### src/rtl/jk_sync_counter.sv
// rtl/jk_sync_counter.sv - WIDTH-bit synchronous up/down counter built from JK flip-flop cells.
// Optional modulo-MOD wrapping is enabled by defining JK_CNT_MODN_EN.
module jk_sync_counter #(
    parameter int WIDTH = 4,
    parameter int MOD   = 10
) (
    input  logic             clk,
    input  logic             rst,
    input  logic             en,
    input  logic             load,
    input  logic             up,
    input  logic [WIDTH-1:0] d,
    output logic [WIDTH-1:0] q,
    output logic [WIDTH-1:0] qb,
    output logic             tc
);

`ifdef JK_CNT_MODN_EN
    localparam logic [WIDTH-1:0] MAXV = WIDTH'(MOD - 1);
`else
    localparam logic [WIDTH-1:0] MAXV = {WIDTH{1'b1}};
`endif

    if (WIDTH < 2 || MOD < 2 || MOD > (1 << WIDTH)) begin : g_param_check
        $error("jk_sync_counter: WIDTH or MOD out of range");
    end

    logic [WIDTH-1:0] j;
    logic [WIDTH-1:0] k;
    logic [WIDTH-1:0] t;
    logic [WIDTH-1:0] q_next;
    logic             ones;
    logic             zeros;

    always_comb begin
        t     = '0;
        ones  = 1'b1;
        zeros = 1'b1;
        // Bit i toggles when all lower bits are 1 (up) or all 0 (down).
        for (int i = 0; i < WIDTH; i++) begin
            t[i]  = up ? ones : zeros;
            ones  = ones & q[i];
            zeros = zeros & ~q[i];
        end

        j = '0;
        k = '0;
        if (load) begin
            j = d;
            k = ~d;
        end else if (en) begin
`ifdef JK_CNT_MODN_EN
            // Out-of-range or wrapping values are forced with J/K set/clear pairs.
            if (up && q >= MAXV) begin
                j = '0;
                k = '1;
            end else if (!up && (q == '0 || q > MAXV)) begin
                j = MAXV;
                k = ~MAXV;
            end else begin
                j = t;
                k = t;
            end
`else
            j = t;
            k = t;
`endif
        end
    end

    assign q_next = (j & ~q) | (~k & q);

    always_ff @(posedge clk or posedge rst) begin
        if (rst) begin
            q  <= '0;
            qb <= '1;
        end else begin
            q  <= q_next;
            qb <= ~q_next;
        end
    end

    assign tc = en & ~load & ((up & (q == MAXV)) | (~up & (q == '0)));

endmodule

### config.mk
export PLATFORM = sky130hd
export DESIGN_NAME = jk_sync_counter
export DESIGN_NICKNAME = d
export VERILOG_FILES = /design/src/rtl/jk_sync_counter.sv
export SDC_FILE = /design/constraint.sdc
export NUM_CORES = 1
export LEC_CHECK = 0
export ABC_CLOCK_PERIOD_IN_PS = 2200
export CORE_AREA = 2 2 39 41
export CTS_CLUSTER_SIZE = 16
export DETAILED_ROUTE_END_ITERATION = 16
export DIE_AREA = 0 0 41 43
export PLACE_DENSITY = 0.64
export SLEW_MARGIN = 20
export SYNTH_ARGS = -nofsm -noshare
export SYNTH_HDL_FRONTEND = slang
export SYNTH_SLANG_ARGS = --single-unit
### constraint.sdc
create_clock -name clk -period 2.2 [get_ports clk]
set_input_delay 0.22 -clock clk [delete_from_list [all_inputs] [get_ports clk]]
set_output_delay 0.22 -clock clk [all_outputs]
set_load 0.01 [all_outputs]
Word-level counts from Yosys, hierarchy flattened
Cells that the tools add are included.
- bits of input ports: 9
- register bits after elaboration: 8
- bitwise gates (word level): 21
- equal/unequal tests: 1
- reductions and logical operators: 1
- multiplexer cells: 6
- operators with widths (kind ; number):
    NOT 4 bit ; 4
    2-to-1 mux 4 bit ; 3
    AND 1 bit ; 8
    AND 4 bit ; 2
    NOT 1 bit ; 5
    == test 4 bit (second input constant) ; 1
    zero test 4 bit ; 1
    OR 4 bit ; 1
    2-to-1 mux 1 bit ; 3
    OR 1 bit ; 1

Logic depth before layout (Yosys ltp)
Gate-level depths: netlist of the first run.
- word-level depth: 10
- depth in mapped cells: 4

Least setup slack after synthesis of the first run
OpenSTA, ideal clock, no wires.
- path kind: reg-to-reg
- start: register q[0]
- end: register q[2]
- clock period less this slack: 1.682 ns
- stages on the path, launching flop included: 4
- library setup time: 0.131 ns
- buffers on the path: 0
- arrival time: 1.551 ns
- setup slack: 0.518 ns
- path through: dfrtp_1 -> or4b_1 -> and4b_1 -> or3_1
- word-level cells in the longest chain between the ends: 8
- ends and longest elaborated chain (element ; RTL line ; source):
    start, declared ; 13 ; output logic [WIDTH-1:0] q,
    start signal, assigned ; 78 ; q <= q_next;
    NOT 1 bit ; 43 ; zeros = zeros & ~q[i];
    AND 1 bit ; 43 ;
    2-to-1 mux 1 bit (*) ; 41 ; t[i] = up ? ones : zeros;
    2-to-1 mux 4 bit (*) ; 51 ; end else if (en) begin
    2-to-1 mux 4 bit ; 48 ; if (load) begin
    NOT 4 bit ; 71 ; assign q_next = (j & ~q) | (~k & q);
    AND 4 bit ; 71 ;
    OR 4 bit (*) ; 71 ;
    net q_next[2] ; 31 ; logic [WIDTH-1:0] q_next;
Mark *: on every way through the listed nets, which the timed path passes. The rest lies on a longest branch.

Worst setup path in the final report of the first run
- start: register q[1]
- end: output tc
- word-level cells in the longest chain between the ends: 4
- ends and longest elaborated chain (element ; RTL line ; source):
    == test 4 bit or zero test 4 bit (tied branches) ; 83 ; assign tc = en & ~load & ((up & (q == MAXV)) | (~up & (q == '0)));
    AND 1 bit ; 83 ;
    OR 1 bit (*) ; 83 ;
    AND 1 bit (*) ; 83 ;
    end, declared ; 15 ; output logic tc
Mark *: on every way between the ends. The rest lies on a longest branch, timed or not.

==> results of run 1 <==
[final timing paths]
check                           slack [ns]  cells after the start  endpoint
worst max-delay path                  0.13                      4        tc
worst min-delay path                  0.21                      2      q[3]
worst max register to register        0.49                      3      q[2]
worst min register to register        0.65                      2      q[3]
max in group asynchronous             1.71                      2     qb[1]
min in group clk                      0.53                      4      q[1]
[worst register-to-register path: stages (launching register included)]
cell and delay (ns):
dfrtp_2 0.47, or4b_1 0.54, and4b_1 0.23, or3_1 0.36
[stage by stage]
step | util | setup slack, ns | instance area (sq um)
after CTS | 0.4693 | 0.01359 | 649.4
final | 0.4828 | 0.1261 | 668.1
after detailed placement | 0.4530 | 0.05369 | 626.9
after global placement | 0.4530 | 0.09369 | 626.9
after floorplan | - | 0.5175 | 415.4
after global routing | 0.4828 | 0.01216 | 668.1
[power by group]
part / internal (mW) / leakage (nW) / switching (mW)
registers: 0.175 / 0.0889 / 0.0237
logic: 0.0754 / 0.177 / 0.0468
clock network: 0.0621 / 0.0138 / 0.0455
total: 0.312 / 0.280 / 0.116
[sequential cells by signal, indices dropped and copies added (netlist names)]
name	cells
q	4
qb	4
[synthesized netlist by cell type (all sizes together), types with 2 or more instances]
master | count | area share
dfrtp | 4 | 0.24
dfstp | 4 | 0.25
inv | 3 | 0.027
nand3 | 3 | 0.036
o21ai | 3 | 0.036
and3 | 2 | 0.030
nand2 | 2 | 0.018
nor2 | 2 | 0.018
nor3 | 2 | 0.024
or4b | 2 | 0.048
xnor2 | 2 | 0.042
[layout make-up]
type / count / share of cell area
Sequential cell: 8 / 0.3090
Multi-Input combinational cell: 29 / 0.3071
Timing Repair Buffer: 21 / 0.3034
Clock buffer: 3 / 0.03371
Tap cell: 16 / 0.02996
Inverter: 3 / 0.01685
[repair_timing]
item,4_1_cts,5_1_grt
endpoints found under the hold margin,0,0
setup endpoints to repair,0,1
resized for setup,0,4
[cells by family after synthesis]
logic type | after synthesis
flip-flops | 8
buffers and inverters | 5
AO/OA/AOI/OAI | 6
AND/OR/NAND/NOR | 20
XOR/XNOR | 3
[metal layers]
layer	vias up	global-route usage	routed length [um]
met4	0	0.1000	0
met2	11	0.1938	449
met5	-	0	0
met1	189	0.1551	441
met3	0	0.02094	48
li1	195	-	-
==> reports/qor.yml, run 1 <==
floorplan:
  die_w_um: 41
  rows: 14
  io_pins: 18
  die_h_um: 43
  coreArea_sq_um: 1384
  die_area_sq_um: 1763
  start_util: 0.3002
sta:
  min_period_ns: 2.074
  tns_ns: 0
  fin_hold_ws_ns: 0.2149
  max_slew_margin: 0.8073
  tightest_slew_ns: 0.2887
  fmax_mhz: 482.2
  layout_worst_path_cycle_share: 0.9427
  rsz0062_at_grt: "false"
  clock_skew_ns: 0.0002567
  hold_violations: 0
  setup_viol_count_final: 0
  slew_viol_final: 0
placement:
  dp_hpwl_um: 734.1
  io_buffer_count: 17
  globalplace.congestion: 0.7460
  placedCellCount: 77
setup_path:
  cp.arrival_ns: 1.85
  startpoint: "q[1]"
  worstPathCellList: "and4_2 -> o21ai_0 -> nor3_1 -> clkdlybuf4s50_1"
  worst-endpoint-required_ns: 1.98
  crit_slowest_cell: "clkdlybuf4s50_1"
  cp_max_fo: 7
  path_delay_family: "buffers and inverters"
  worstReg2RegStart: "q[0]"
  max_stage_delay_ns: 0.56
  crit_buf_inv: 1
  end_kind: "output pin"
  crit_type: "flip-flop to output pin"
  critPathLaunchType: "flip-flop"
yosys:
  synth_xor_area_frac: 0.06325
  ys_seq_area_frac: 0.4940
  ys_warn_count: 0
  synth_compound_area_frac: 0.09337
  syn_inst: 42
  synthMuxAreaShare: 0
  synth_nets: 51
  synth_top_family_by_area: "simple AND/OR/NAND/NOR gates"
  synthAdderAreaFrac: 0
  yosysUniqueCellTypes: 24
  synth_area_sq_um: 415.4
  synth-seq-cells: 8
  synth_top_flop_cell: "dfstp_2"
  synthArstFlopShare: 1.000
  synthSimpleGateAreaFrac: 0.3012
  syn_avg_cell_area_sq_um: 9.890
  synth-edff-count: 0
drt:
  wl_per_cell_um: 11.75
  firstDrtPassIters: 4
  vias: 395
  drtIter0Drc: 3
  drt-total-wl_um: 940
  viasPerCell: 4.938
  drtAntennaViolNets: 0
  drc_errors: 0
clock_tree:
  insertion_delay_ns: 0.25
  hold_buffers: 0
  clk_pin_slew_ns: 0.05
  cts.sinks: 8
  numCtsBuffers: 3
  h-tree-depth: 1
  max-clock-path-buffers: 2
  cts_setup_buffers: 0
  cts_tree: "done"
  clockRootBuffer: "clkbuf_4"
power_and_ir_drop:
  peakVddDrop_mv: 0.1574
  p_leak_nw: 0.2802
  p_total_uw: 428.5
  pwr_density_cell_nw_per_um2: 641.3
grt:
  grt_pass1_wl_um: 1545
  grt_pass1_vias: 390
  overflow: 0
  grt_max_degree: 13
  antenna_found_initial: 0
  grt_usage: 0.1296
final_layout:
  num_antenna_cells: 0
  final_cell_mix: "clkdlybuf4s50_1 (16), buf_4 (4), dfstp_2 (4)"
  area_growth_pct: 60.84
  drive_gt1_frac: 0.2188
  stdcell_count: 80
  regArea_sq_um: 206.4
  multi_input_area_sq_um: 205.2
  final_common_cell: "clkdlybuf4s50_1"
  nFillCells: 144
  fin_nets: 75
outcome:
  status: "complete, no violations"
hold_path:
  worstHoldPathType: "primary input to async pin"
run:
  max_cap_violations: 0
No activity file was read; power rests on OpenSTA's default activity.
==> inputs of run 2 (changes only) <==
--- a/config.mk
+++ b/config.mk
@@ -11,6 +11,7 @@
 export DETAILED_ROUTE_END_ITERATION = 16
 export DIE_AREA = 0 0 41 43
 export PLACE_DENSITY = 0.64
+export SETUP_SLACK_MARGIN = 0.15
 export SLEW_MARGIN = 20
 export SYNTH_ARGS = -nofsm -noshare
 export SYNTH_HDL_FRONTEND = slang
==> reports/qor.yml, run 2 (synthesis gave the netlist of run 1 again) <==
setup_path:
  worstRegToRegCells: 3  # unchanged
  crit_type: "primary input to flip-flop"  # was flip-flop to output pin
  startpoint: "up"  # was q[1]
  worstReg2RegStart: "q[0]"  # unchanged
  worst-endpoint-required_ns: 2.32  # was 1.98 ns
  cp.arrival_ns: 2.02  # was 1.85 ns
  regToRegSetupSlack_ns: 0.48  # was 0.49 ns
  r2r_end: "q[2]"  # unchanged
  critPathLaunchType: "primary input"  # was flip-flop
  worstSetupEndpoint: "q[2]"  # was tc
  end_kind: "flip-flop"  # was output pin
  cp_max_fo: 4  # was 7
drt:
  viasPerCell: 4.889  # was 4.938
  vias: 396  # was 395
  firstDrtPassIters: 3  # was 4
  drt-total-wl_um: 955  # was 940 um
  drc_errors: 0  # unchanged
  drtAntennaViolNets: 0  # unchanged
  wl_per_cell_um: 11.79  # was 11.75 um
  drtIter0Drc: 4  # was 3
placement:
  dp_hpwl_um: 734.1  # unchanged
  io_buffer_count: 17  # unchanged
  place_area_sq_um: 626.9  # unchanged
  globalplace.congestion: 0.7460  # unchanged
floorplan:
  io_pins: 18  # unchanged
  die_area_sq_um: 1763  # unchanged
  start_util: 0.3002  # unchanged
  die_w_um: 41  # unchanged
  coreArea_sq_um: 1384  # unchanged
  rows: 14  # unchanged
  die_h_um: 43  # unchanged
power_and_ir_drop:
  peakVddDrop_mv: 0.1564  # was 0.1574 mV
  p_leak_nw: 0.2809  # was 0.2802 nW
  pwr_density_cell_nw_per_um2: 644.2  # was 641.3 nW/um^2
sta:
  min_period_ns: 1.891  # was 2.074 ns
  max_slew_margin: 0.8072  # was 0.8073
  tns_ns: 0  # unchanged
  setup_viol_count_final: 0  # unchanged
  rsz0062_at_grt: "false"  # unchanged
  hold_violations: 0  # unchanged
  tightest_slew_ns: 0.2888  # was 0.2887 ns
  fmax_mhz: 528.7  # was 482.2 MHz
  layout_worst_path_cycle_share: 0.8597  # was 0.9427
  slew_viol_final: 0  # unchanged
  clock_skew_ns: 0.0008266  # was 0.0002567 ns
clock_tree:
  clk_pin_slew_ns: 0.05  # about the same
  max-clock-path-buffers: 2  # unchanged
  numCtsBuffers: 3  # unchanged
  cts_tree: "done"  # unchanged
  cts.sinks: 8  # unchanged
  h-tree-depth: 1  # unchanged
  clockRootBuffer: "clkbuf_4"  # unchanged
  insertion_delay_ns: 0.25  # about the same
final_layout:
  area_growth_pct: 59.34  # was 60.84%
  fin_area_sq_um: 661.9  # was 668.1 sq um
  largestRegisters: "q (4), qb (4)"  # unchanged
  fin_nets: 76  # was 75
  drive_gt1_frac: 0.2154  # was 0.2188
  nFillCells: 144  # unchanged
  num_antenna_cells: 0  # unchanged
  final_cell_mix: "clkdlybuf4s50_1 (16), buf_4 (5), dfrtp_1 (4), dfstp_2 (4)"  # was clkdlybuf4s50_1 (16), buf_4 (4), dfstp_2 (4)
  final_common_cell: "clkdlybuf4s50_1"  # unchanged
grt:
  antenna_found_initial: 0  # unchanged
  grt_pass1_vias: 394  # was 390
  grt_pass1_wl_um: 1573  # was 1545 um
  overflow: 0  # unchanged
  grt_usage: 0.1316  # was 0.1296
  grt_max_degree: 13  # unchanged
hold_path:
  worstHoldPathType: "primary input to async pin"  # unchanged
outcome:
  status: "complete, no violations"  # unchanged
run:
  max_cap_violations: 0  # unchanged
==> run 2: cell count changes in the layout (fill, tap and decap cells not counted) <==
cell,delta
dfrtp_2,-1
nor4_2,+1
dlymetal6s2s_1,-1
dlygate4sd2_1,+1
dfrtp_1,+1
nor4_4,-1
buf_4,+1
==> run 2: routing by layer <==
metal | global-route usage | vias to the layer above | wire [um]
li1 | - | 199 | -
met1 | 0.1617 | 184 | 444
met2 | 0.1938 | 13 | 460
met3 | 0.02094 | 0 | 50
met4 | 0.1000 | 0 | 0
met5 | 0 | - | 0
==> run 2: repair_timing <==
action	CTS	global route
buffers inserted	1	0
setup endpoints to repair	1	0
gates resized for setup	2	0
hold buffers	0	0
==> run 2: metrics by stage <==
step	power [mW]	setup WS, ns	hold slack (ns)	std cells	utilization
3_3_place_gp	0.3144	0.09369	0.4782	77	0.4530
6_report	0.4264	0.3086	0.2147	81	0.4783
3_5_place_dp	0.3178	0.05369	0.4919	77	0.4530
4_1_cts	0.4330	0.3096	0.2225	81	0.4783
2_1_floorplan	0.2452	0.5175	0.03280	42	-
5_1_grt	0.4517	0.2218	0.2402	81	0.4783
==> run 2: cell type report <==
type,instances,area (sq um),area share
multi-input combinational,29,196.4,0.2968
sequential,8,205.2,0.3100
inverter,3,11.26,0.01701
timing repair buffer,22,206.4,0.3119
tap,16,20.02,0.03025
clock buffer,3,22.52,0.03403
==> run 2: report_power, final <==
group / leakage, nW / switching, mW / total [mW] / internal, mW
combinational: 0.177 / 0.0472 / 0.123 / 0.0758
sequential: 0.0900 / 0.0208 / 0.195 / 0.174
clock: 0.0138 / 0.0458 / 0.108 / 0.0621
==> run 2: worst max-delay path, stage by stage <==
cell             delay [ns]
clkdlybuf4s50_1        0.49
buf_4                  0.18
or4b_1                 0.53
and4b_1                0.23
or3_1                  0.36
==> run 2: worst min path at each step <==
stage | cells past startpoint | from | end | slack [ns]
floorplan | 1 | rst | q[0] | 0.03
global placement | 2 | rst | q[3] | 0.48
detailed placement | 2 | rst | q[3] | 0.49
CTS | 2 | rst | q[3] | 0.22
global route | 2 | rst | q[0] | 0.24
finish | 2 | rst | q[1] | 0.21
==> inputs of run 3 (changes only) <==
--- a/config.mk
+++ b/config.mk
@@ -12,6 +12,7 @@
 export DIE_AREA = 0 0 41 43
 export PLACE_DENSITY = 0.64
 export SETUP_SLACK_MARGIN = 0.15
+export SKIP_CTS_REPAIR_TIMING = 1
 export SLEW_MARGIN = 20
 export SYNTH_ARGS = -nofsm -noshare
 export SYNTH_HDL_FRONTEND = slang
==> reports/qor.yml, run 3 (synthesis gave the netlist of run 1 again) <==
final_layout:
  final_cell_mix: "clkdlybuf4s50_1 (15), buf_4 (4), dfstp_2 (4)"  # was clkdlybuf4s50_1 (16), buf_4 (5), dfrtp_1 (4), dfstp_2 (4)
  utilization: 0.4846  # was 0.4783
  fin_area_sq_um: 670.6  # was 661.9 sq um
  num_antenna_cells: 0  # unchanged
  stdcell_count: 80  # was 81
  final_common_cell: "clkdlybuf4s50_1"  # unchanged
  largestRegisters: "q (4), qb (4)"  # unchanged
  drive_gt1_frac: 0.2188  # was 0.2154
  area_growth_pct: 61.45  # was 59.34%
  fin_nets: 75  # was 76
sta:
  layout_worst_path_cycle_share: 0.7792  # was 0.8597
  fmax_mhz: 583.4  # was 528.7 MHz
  fin_hold_ws_ns: 0.2149  # was 0.2147 ns
  clock_skew_ns: 0.0002567  # was 0.0008266 ns
  fin_ws_ns: 0.4859  # was 0.3086 ns
  tightest_slew_ns: 0.2887  # was 0.2888 ns
  min_period_ns: 1.714  # was 1.891 ns
  setup_viol_count_final: 0  # unchanged
  max_slew_margin: 0.8073  # was 0.8072
  slew_viol_final: 0  # unchanged
  rsz0062_at_grt: "false"  # unchanged
  tns_ns: 0  # unchanged
  hold_violations: 0  # unchanged
drt:
  drt-total-wl_um: 938  # was 955 um
  viasPerCell: 4.938  # was 4.889
  drtAntennaViolNets: 0  # unchanged
  vias: 395  # was 396
  wl_per_cell_um: 11.73  # was 11.79 um
  drc_errors: 0  # unchanged
  drtIter0Drc: 3  # was 4
  firstDrtPassIters: 4  # was 3
clock_tree:
  cts_tree: "done"  # unchanged
  max-clock-path-buffers: 2  # unchanged
  clk_pin_slew_ns: 0.05  # about the same
  cts.sinks: 8  # unchanged
  insertion_delay_ns: 0.25  # about the same
  h-tree-depth: 1  # unchanged
  numCtsBuffers: 3  # unchanged
  clockRootBuffer: "clkbuf_4"  # unchanged
floorplan:
  die_w_um: 41  # unchanged
  coreArea_sq_um: 1384  # unchanged
  io_pins: 18  # unchanged
  die_area_sq_um: 1763  # unchanged
  rows: 14  # unchanged
  die_h_um: 43  # unchanged
  start_util: 0.3002  # unchanged
placement:
  io_buffer_count: 17  # unchanged
  dp_hpwl_um: 734.1  # unchanged
  place_area_sq_um: 626.9  # unchanged
  placedCellCount: 77  # unchanged
  place_ws_ns: 0.05369  # unchanged
  globalplace.congestion: 0.7460  # unchanged
setup_path:
  r2r_end: "q[2]"  # unchanged
  end_kind: "flip-flop"  # unchanged
  worst-endpoint-required_ns: 2.32  # about the same
  max_stage_delay_ns: 0.53  # about the same
  crit_type: "flip-flop to flip-flop"  # was primary input to flip-flop
  regToRegSetupSlack_ns: 0.49  # was 0.48 ns
  cp.arrival_ns: 1.84  # was 2.02 ns
  cp_max_fo: 7  # was 4
  crit_buf_inv: 0  # was 2
  path_delay_family: "simple AND/OR/NAND/NOR gates"  # unchanged
  worstRegToRegCells: 3  # unchanged
  worstPathCellList: "or4b_1 -> and4b_1 -> or3_1"  # was clkdlybuf4s50_1 -> buf_4 -> or4b_1 -> and4b_1 -> or3_1
  critPathLaunchType: "flip-flop"  # was primary input
  crit_slowest_cell: "or4b_1"  # unchanged
  worstReg2RegStart: "q[0]"  # unchanged
grt:
  antenna_found_initial: 0  # unchanged
  grt_pass1_vias: 390  # was 394
  grt_max_degree: 13  # unchanged
  grt_pass1_wl_um: 1545  # was 1573 um
  grt_usage: 0.1296  # was 0.1316
  overflow: 0  # unchanged
hold_path:
  worstHoldPathType: "primary input to async pin"  # unchanged
power_and_ir_drop:
  peakVddDrop_mv: 0.1574  # was 0.1564 mV
  p_total_uw: 428.3  # was 426.4 uW
  p_leak_nw: 0.2986  # was 0.2809 nW
  pwr_density_cell_nw_per_um2: 638.7  # was 644.2 nW/um^2
run:
  max_cap_violations: 0  # unchanged
outcome:
  status: "complete, no violations"  # unchanged
run 3: layout make-up:
| class | count | area [sq um] |
|---|---|---|
| clock buffers | 3 | 22.52 |
| fillers | 144 | 713.2 |
| inverters | 3 | 11.26 |
| multi-input cells | 29 | 205.2 |
| flip-flops and latches | 8 | 206.4 |
| well taps | 16 | 20.02 |
| repair buffers | 21 | 205.2 |
run 3: worst max-delay path by stage:
stage,from,end,depth (start not counted)
CTS,up,tc,5
detailed placement,up,tc,5
finish,q[0],q[2],3
floorplan,q[0],q[2],3
global placement,up,tc,5
global route,en,q[2],4
run 3: per-layer routing:
layer,GRT usage,vias to the layer above,part of all wire
met5,0,-,0
met4,0.1000,0,0
met3,0.02094,0,0.049
met2,0.1938,11,0.48
met1,0.1551,189,0.47
li1,-,195,-
run 3: where the power goes:
group,internal [mW],switching [mW]
combinational,0.0753,0.0468
clock,0.0621,0.0455
sequential,0.175,0.0237
